===== src/rtl/uart_tx_fifo.sv =====
// Transmit byte FIFO with a launch controller driving the UART transmitter
// through a tx_data/tx_start/tx_busy handshake.
//
//   state   | meaning
//   F_IDLE  | no launch outstanding; pop as soon as a byte is queued and tx is free
//   F_START | tx_start held high until the transmitter reports busy
//   F_WAIT  | frame in flight; tx_data held until tx_busy falls
module uart_tx_fifo #(
  parameter int DEPTH = 16,
  parameter int AW    = 4
) (
  input  logic          clk_uart,
  input  logic          rst,
  input  logic          wr_en,
  input  logic [7:0]    wr_data,
  input  logic          flush,
  input  logic          clr_overflow,
  output logic          full,
  output logic          empty,
  output logic [AW:0]   count,
  output logic          overflow,
  output logic          tx_idle,
  output logic [7:0]    tx_data,
  output logic          tx_start,
  input  logic          tx_busy
);

  typedef enum logic [1:0] {F_IDLE, F_START, F_WAIT} fsm_t;

  localparam logic [AW:0] FULL_CNT = (AW+1)'(DEPTH);

  fsm_t          state, state_nxt;
  logic [7:0]    mem [DEPTH];
  logic [AW-1:0] wr_ptr, rd_ptr;
  logic          push, pop, ovf_set, tx_start_nxt;

  assign full    = (count == FULL_CNT);
  assign empty   = (count == '0);
  assign push    = wr_en && !full && !flush;
  assign ovf_set = wr_en && full && !flush;
  assign tx_idle = empty && (state == F_IDLE) && !tx_busy;

  always_comb begin
    state_nxt    = state;
    pop          = 1'b0;
    tx_start_nxt = 1'b0;
    case (state)
      F_IDLE: begin
        if (!empty && !tx_busy && !flush) begin
          pop          = 1'b1;
          tx_start_nxt = 1'b1;
          state_nxt    = F_START;
        end
      end
      F_START: begin
        tx_start_nxt = 1'b1;
        if (tx_busy) begin
          tx_start_nxt = 1'b0;
          state_nxt    = F_WAIT;
        end
      end
      F_WAIT: begin
        // Relaunch straight from WAIT so frames go out back to back.
        if (!tx_busy) begin
          if (!empty && !flush) begin
            pop          = 1'b1;
            tx_start_nxt = 1'b1;
            state_nxt    = F_START;
          end else begin
            state_nxt = F_IDLE;
          end
        end
      end
      default: state_nxt = F_IDLE;
    endcase
  end

  always_ff @(posedge clk_uart or negedge rst) begin
    if (!rst) begin
      state    <= F_IDLE;
      tx_start <= 1'b0;
      tx_data  <= 8'h00;
    end else begin
      state    <= state_nxt;
      tx_start <= tx_start_nxt;
      if (pop) tx_data <= mem[rd_ptr];
    end
  end

  always_ff @(posedge clk_uart) begin
    if (push) mem[wr_ptr] <= wr_data;
  end

  // Flush clears the queue only; the byte already in tx_data keeps going.
  always_ff @(posedge clk_uart or negedge rst) begin
    if (!rst) begin
      wr_ptr <= '0;
      rd_ptr <= '0;
      count  <= '0;
    end else if (flush) begin
      wr_ptr <= '0;
      rd_ptr <= '0;
      count  <= '0;
    end else begin
      if (push) wr_ptr <= wr_ptr + 1'b1;
      if (pop)  rd_ptr <= rd_ptr + 1'b1;
      case ({push, pop})
        2'b10:   count <= count + (AW+1)'(1);
        2'b01:   count <= count - (AW+1)'(1);
        default: count <= count;
      endcase
    end
  end

  always_ff @(posedge clk_uart or negedge rst) begin
    if (!rst)              overflow <= 1'b0;
    else if (ovf_set)      overflow <= 1'b1;
    else if (clr_overflow) overflow <= 1'b0;
  end

endmodule


===== config.mk =====
export PLATFORM = sky130hd
export DESIGN_NAME = uart_tx_fifo
export DESIGN_NICKNAME = d
export VERILOG_FILES = /design/src/rtl/uart_tx_fifo.sv
export SDC_FILE = /design/constraint.sdc
export NUM_CORES = 1
export LEC_CHECK = 0
export CORE_MARGIN = 2
export CORE_UTILIZATION = 35
export CTS_CLUSTER_DIAMETER = 40
export DETAILED_ROUTE_END_ITERATION = 8
export PLACE_DENSITY = 0.56
export SETUP_SLACK_MARGIN = 0.15
export SLEW_MARGIN = 20
export SYNTH_ARGS = -nofsm -noshare
export SYNTH_HDL_FRONTEND = slang
export SYNTH_SLANG_ARGS = --single-unit

===== constraint.sdc =====
create_clock -name clk_uart -period 4.9 [get_ports clk_uart]
set_clock_uncertainty 0.2 [all_clocks]
set_input_delay 0.98 -clock clk_uart [delete_from_list [all_inputs] [get_ports clk_uart]]
set_output_delay 0.98 -clock clk_uart [all_outputs]
set_load 0.01 [all_outputs]

=== Word level (Yosys, flattened, before mapping) ===
Memory sizes are Yosys's and may differ from the RTL's. A register that Yosys moved wholly into a read port is not among the register bits.
Index checks and enable logic that the tools add are counted.

* Equal/unequal tests: 8
* Reductions and logical operators: 21
* $add $sub $neg: 4
* Mux-type cells: 21

{| class="wikitable"
|+ Operator list
! operator !! number
|-
| $mux 4 || 4
|-
| $pmux 5 s2 || 1
|-
| $logic_and 1x1->1 || 9
|-
| $mux 1 || 9
|-
| $add 4x1->4 const B || 2
|-
| $mux 2 || 3
|-
| $pmux 2 s3 || 1
|-
| $reduce_bool 2->1 || 3
|-
| $add 5x1->5 const B || 1
|-
| $eq 5x5->1 const B || 1
|-
| $logic_not 1->1 || 5
|-
| $logic_not 5->1 || 1
|-
| $mux 5 || 1
|-
| $sub 5x1->5 const B || 1
|-
| $eq 2x1->1 const B || 2
|-
| $eq 2x2->1 const B || 2
|-
| $ne 2x2->1 const B || 2
|-
| $pmux 1 s3 || 1
|-
| $reduce_and 3->1 || 1
|-
| $reduce_bool 3->1 || 1
|-
| $logic_not 2->1 || 1
|-
| $ne 2x1->1 const B || 1
|-
| $pmux 1 s2 || 1
|}

* Memory bits (writable): 128
* Flip-flop bits (word level): 17
* Word-level logic and storage cells: 61
* Memories kept: 1

{| class="wikitable"
|+ Memory list
! memory !! depth !! width !! rd ports !! clocked after memory_dff !! write ports !! line !! source
|-
| mem || 16 || 8 || 1 || 1 || 1 || 33 || <nowiki>logic [7:0] mem [DEPTH];</nowiki>
|}

=== Longest topological paths before layout ===
* Depth in word-level cells: 9
* Mapped depth: 10

=== Worst setup path after synthesis ===
Ideal clock, no wire load.

* Kind: input to register
* From: input tx_busy
* To: register count[4]
* Library setup time: 65 ps
* Arrival time: 2907 ps
* Stages on the path: 10
* Data required time: 4635 ps
* Slack: 1728 ps
* Buffers on the path: 1
* Cell sequence: clkbuf_1 -> nor4_1 -> mux2i_1 -> xnor2_1 -> ha_1 -> o31ai_1 -> nand2b_1 -> mux2i_1 -> nor4b_1 -> a211o_1

* Word-level cells in the longest chain between the ends: 8
* Elaborated cells on any way between the ends: 11
* Those cells by class: 2 x eq/ne; 5 x mux; 4 x reduce/logical

{| class="wikitable"
|+ RTL lines
! what !! line !! source
|-
| start: declaration || 25 || <nowiki>input logic tx_busy</nowiki>
|-
| $logic_not 1->1 || -- ||
|-
| $logic_and 1x1->1 (2 in a row) || 49 || <nowiki>if (!empty && !tx_busy && !flush) begin</nowiki>
|-
| $mux 1 || 49 ||
|-
| $pmux 1 s2 * || 47 || <nowiki>case (state)</nowiki>
|-
| $eq 2x1->1 / $eq 2x2->1 (equally long branches) || 107 || <nowiki>case ({push, pop})</nowiki>
|-
| $pmux 5 s2 || 107 ||
|-
| $mux 5 || 100 || <nowiki>end else if (flush) begin</nowiki>
|-
| end signal: assignment || 108 || <nowiki>2'b10: count <= count + (AW+1)'(1);</nowiki>
|-
| end signal: assignment || 109 || <nowiki>2'b01: count <= count - (AW+1)'(1);</nowiki>
|-
| end signal: assignment || 110 || <nowiki>default: count <= count;</nowiki>
|-
| end: declaration || 20 || <nowiki>output logic [AW:0] count,</nowiki>
|}

Every way passes the cells marked *; elsewhere a longest branch is shown, timed or not.
A chain may end at the register's enable or synchronous reset.

=== Worst setup path after layout ===
* From: input tx_busy
* To: output tx_idle

* Word-level cells in the longest chain between the ends: 2

{| class="wikitable"
|+ RTL lines
! what !! line !! source
|-
| $logic_not 1->1 || -- ||
|-
| $logic_and 1x1->1 || 41 || <nowiki>assign tx_idle = empty && (state == F_IDLE) && !tx_busy;</nowiki>
|-
| end: declaration || 22 || <nowiki>output logic tx_idle,</nowiki>
|}

Every way passes these cells.

==> flow_metrics.env <==
export IMPL_status="finished, final reports clean"
export IMPL_grt_pass1_vias=3420
export IMPL_rows=48
export IMPL_p_clk_share_pct=34.1
export IMPL_synth_top_area_share_pct=61.34
export IMPL_ant_nets=0
export IMPL_chipHeight_um=137.8
export IMPL_tritoncts="done"
export IMPL_final_cell_mix="edfxtp_1, mux4_2, clkdlybuf4s50_1"
export IMPL_end_kind="primary output"
export IMPL_critical_path_top_delay_family="buffers and inverters"
export IMPL_hold_viol_final=0
export IMPL_cts_max_path_buffers=2
export IMPL_cp_cell_sequence="clkdlybuf4s50_1 -> nor4_1 -> clkdlybuf4s50_1"
export IMPL_slew_violations=0
export IMPL_synth_simple_area_share_pct=6.230
export IMPL_fin_util_pct=42.68
export IMPL_synth_top_flop_cell="edfxtp_1"
export IMPL_critPathMaxFanout=8
export IMPL_die_w_um=137.8
export IMPL_route_detailed_drc=0
export IMPL_leakage_nw=2.462
export IMPL_hold_class="reg -> reg"
export IMPL_cts_root_buf="clkbuf_16"
export IMPL_fillers=1578
export IMPL_synth_xor_area_share_pct=0.8387
export IMPL_dieArea_um2=18990
export IMPL_clk_pin_slew_ps=60
export IMPL_clock_sinks=153
export IMPL_multi_input_area_um2=1678
export IMPL_antenna_cells=0
export IMPL_firstDrtPassIters=4
export IMPL_start_util_pct=35.98
export IMPL_htree_levels=4
export IMPL_place_gp_congestion=0.8155
export IMPL_synthMuxAreaShare_pct=14.88
export IMPL_clk_latency_ps=420
export IMPL_syn_avg_cell_area_um2=17.80
export IMPL_ys_seq_elements=153
export IMPL_syn_inst=352
export IMPL_synthAdderAreaFrac_pct=1.398
export IMPL_ys_seq_area_share_pct=71.33
export IMPL_synth_compound_area_share_pct=3.435
export IMPL_worst_path_max_delay_cell="clkdlybuf4s50_1"
export IMPL_drt_iter0_markers=213
export IMPL_cts_setup_buffers=0
export IMPL_cts_buffers_inserted=17
export IMPL_grt_overflow_total=0
export IMPL_synth_top_area_cell="edfxtp_1"
export IMPL_synth_distinct_cells=43
export IMPL_max_vdd_ir_drop_v=0.0002546
export IMPL_switching_power_uw=991.1
export IMPL_crit_buf_inv=2
export IMPL_hold_ws_ps=350.9
export IMPL_final_common_cell="edfxtp_1"
export IMPL_yosys_warnings=0
export IMPL_routed_wl_um=12680
export IMPL_final_setup_tns_ps=0
export IMPL_pwr_share_seq_pct=44.9
export IMPL_track_usage_pct=14.78
export IMPL_async_reset_ff_share_pct=16.34
export IMPL_intPower_mw=2.681
export IMPL_grt_max_degree=36
export IMPL_fin_nets=417
export IMPL_setup_violations=0
export IMPL_period_share_pct=73.22
export IMPL_fmax_mhz=278.7
export IMPL_max_stage_delay_ps=580
export IMPL_synth_nets=373
export IMPL_synth_edff_count=128
export IMPL_ctsResizeCount=0
export IMPL_fin_crit_ps=3588
export IMPL_layout_drive_gt1_share_pct=19.85
export IMPL_cp_data_required_time_ps=3720
export IMPL_cts_hold_buf=0
export IMPL_netlist_area_um2=6266
export IMPL_slew_limit_headroom_pct=21.48
export IMPL_port_buffers=31
export IMPL_netSwitchingFraction_pct=26.99
export IMPL_crit_type="in -> out"
export IMPL_p_per_area_nw_per_um2=493.9
export IMPL_vias_per_cell=5.148
export IMPL_crit_path_start_kind="primary input"
export IMPL_grt_setup_unrepaired="false"
export IMPL_worstPathArrival_ps=2410
export IMPL_seq_area_um2=4471
export IMPL_maxCapViolCount=0
export IMPL_vias=3259
export IMPL_comb_power_share_pct=21.0
export IMPL_synth_top_family_by_area="multiplexers"
export IMPL_cp_common_cell="clkdlybuf4s50_1"
export IMPL_pin_count=32
export IMPL_antenna_found_initial=0
export IMPL_post_drt_wl_per_cell_um=20.03
export IMPL_worstMarginPinSlew_ps=1178
export IMPL_core_area_um2=17420
export IMPL_ys_top_cells_by_area="edfxtp_1, mux4_2, dfrtp_1, mux2i_1, nor2_1"
export IMPL_area_growth_pct=18.63
export IMPL_hpwlAfterDp_um=8030
export IMPL_grt_pass1_wl_um=19770
per-layer routing:
metal  routed length, um  up-vias  track usage (%)
li1                    -     1478                -
met1                5628     1683            18.64
met2                6225       78            24.05
met3                 594       20            4.010
met4                 233        0            6.406
met5                   0        -                0
layout make-up:
cell class	count	area share, %
Inverter	6	0.3030
Clock buffer	19	5.824
Clock inverter	12	1.683
Timing Repair Buffer	46	5.689
Sequential cell	153	60.14
Multi-Input combinational cell	172	22.57
Tap cell	225	3.787
state kept, by name, summed over array words and instances (netlist names):
register and count:
mem 128, state 2, rd_ptr 4, overflow 1
tx_data 8, wr_ptr 4, tx_start 1, count 5
synthesized netlist by cell type (2+ instances only):
cell type	instances
edfxtp_1	128
mux4_2	32
nor2_1	28
dfrtp_1	25
mux2i_1	20
nand2_1	14
clkbuf_1	10
a221oi_1	8
nand2b_1	8
buf_2	7
ha_1	7
inv_1	6
a21oi_1	5
nand3_1	5
nor3_1	5
xor2_1	4
nor2b_1	3
o21ai_0	3
a211o_1	2
a21boi_0	2
buf_1	2
nor4_1	2
nor4b_1	2
o21bai_1	2
or2_2	2
or3_1	2
xnor2_1	2
metrics by stage:
stage | cells | area, um2 | setup WS (ps) | power [mW]
floorplan | 352 | 6266 | 1728 | 2.146
global placement | 602 | 6875 | 1103 | 2.452
detailed placement | 602 | 6875 | 1020 | 2.467
CTS | 633 | 7433 | 1313 | 3.717
global route | 633 | 7433 | 1102 | 3.849
finish | 633 | 7433 | 1312 | 3.672
cells by family after synthesis:
| kind of cell | count (synthesis) |
|---|---|
| and+or+nand+nor | 78 |
| buffers and inverters | 27 |
| adders and majority gates | 7 |
| xor gates and xnor gates | 6 |
| AOI/OAI and AO/OA | 28 |
| muxes | 53 |
| DFF | 153 |
power by group through the flow:
| stage | clock network (mW) | registers, mW | logic [mW] |
|---|---|---|---|
| global placement | 0 | 1.68 | 0.773 |
| global route | 1.32 | 1.67 | 0.853 |
| detailed placement | 0 | 1.68 | 0.784 |
| CTS | 1.27 | 1.66 | 0.788 |
| floorplan | 0 | 1.60 | 0.546 |
| finish | 1.25 | 1.65 | 0.773 |
path summary, 6_finish.rpt:
kind	endpoint	slack, ps	from	cells past startpoint
max reg2reg	count[4]$_DFFE_PN0P_	1930	count[1]$_DFFE_PN0P_	8
max in group asynchronous	rd_ptr[0]$_DFFE_PN0P_	3470	rst	2
min reg2reg	overflow$_DFFE_PN0P_	350	overflow$_DFFE_PN0P_	2
min	overflow$_DFFE_PN0P_	350	overflow$_DFFE_PN0P_	2
min in group asynchronous	count[3]$_DFFE_PN0P_	740	rst	2
max	tx_idle	1310	tx_busy	3
worst min-delay path, stage by stage (launching register included):
cell and delay (ps):
dfrtp_1 380, inv_1 50, o22ai_1 70
(Power assumes the default switching activity.)
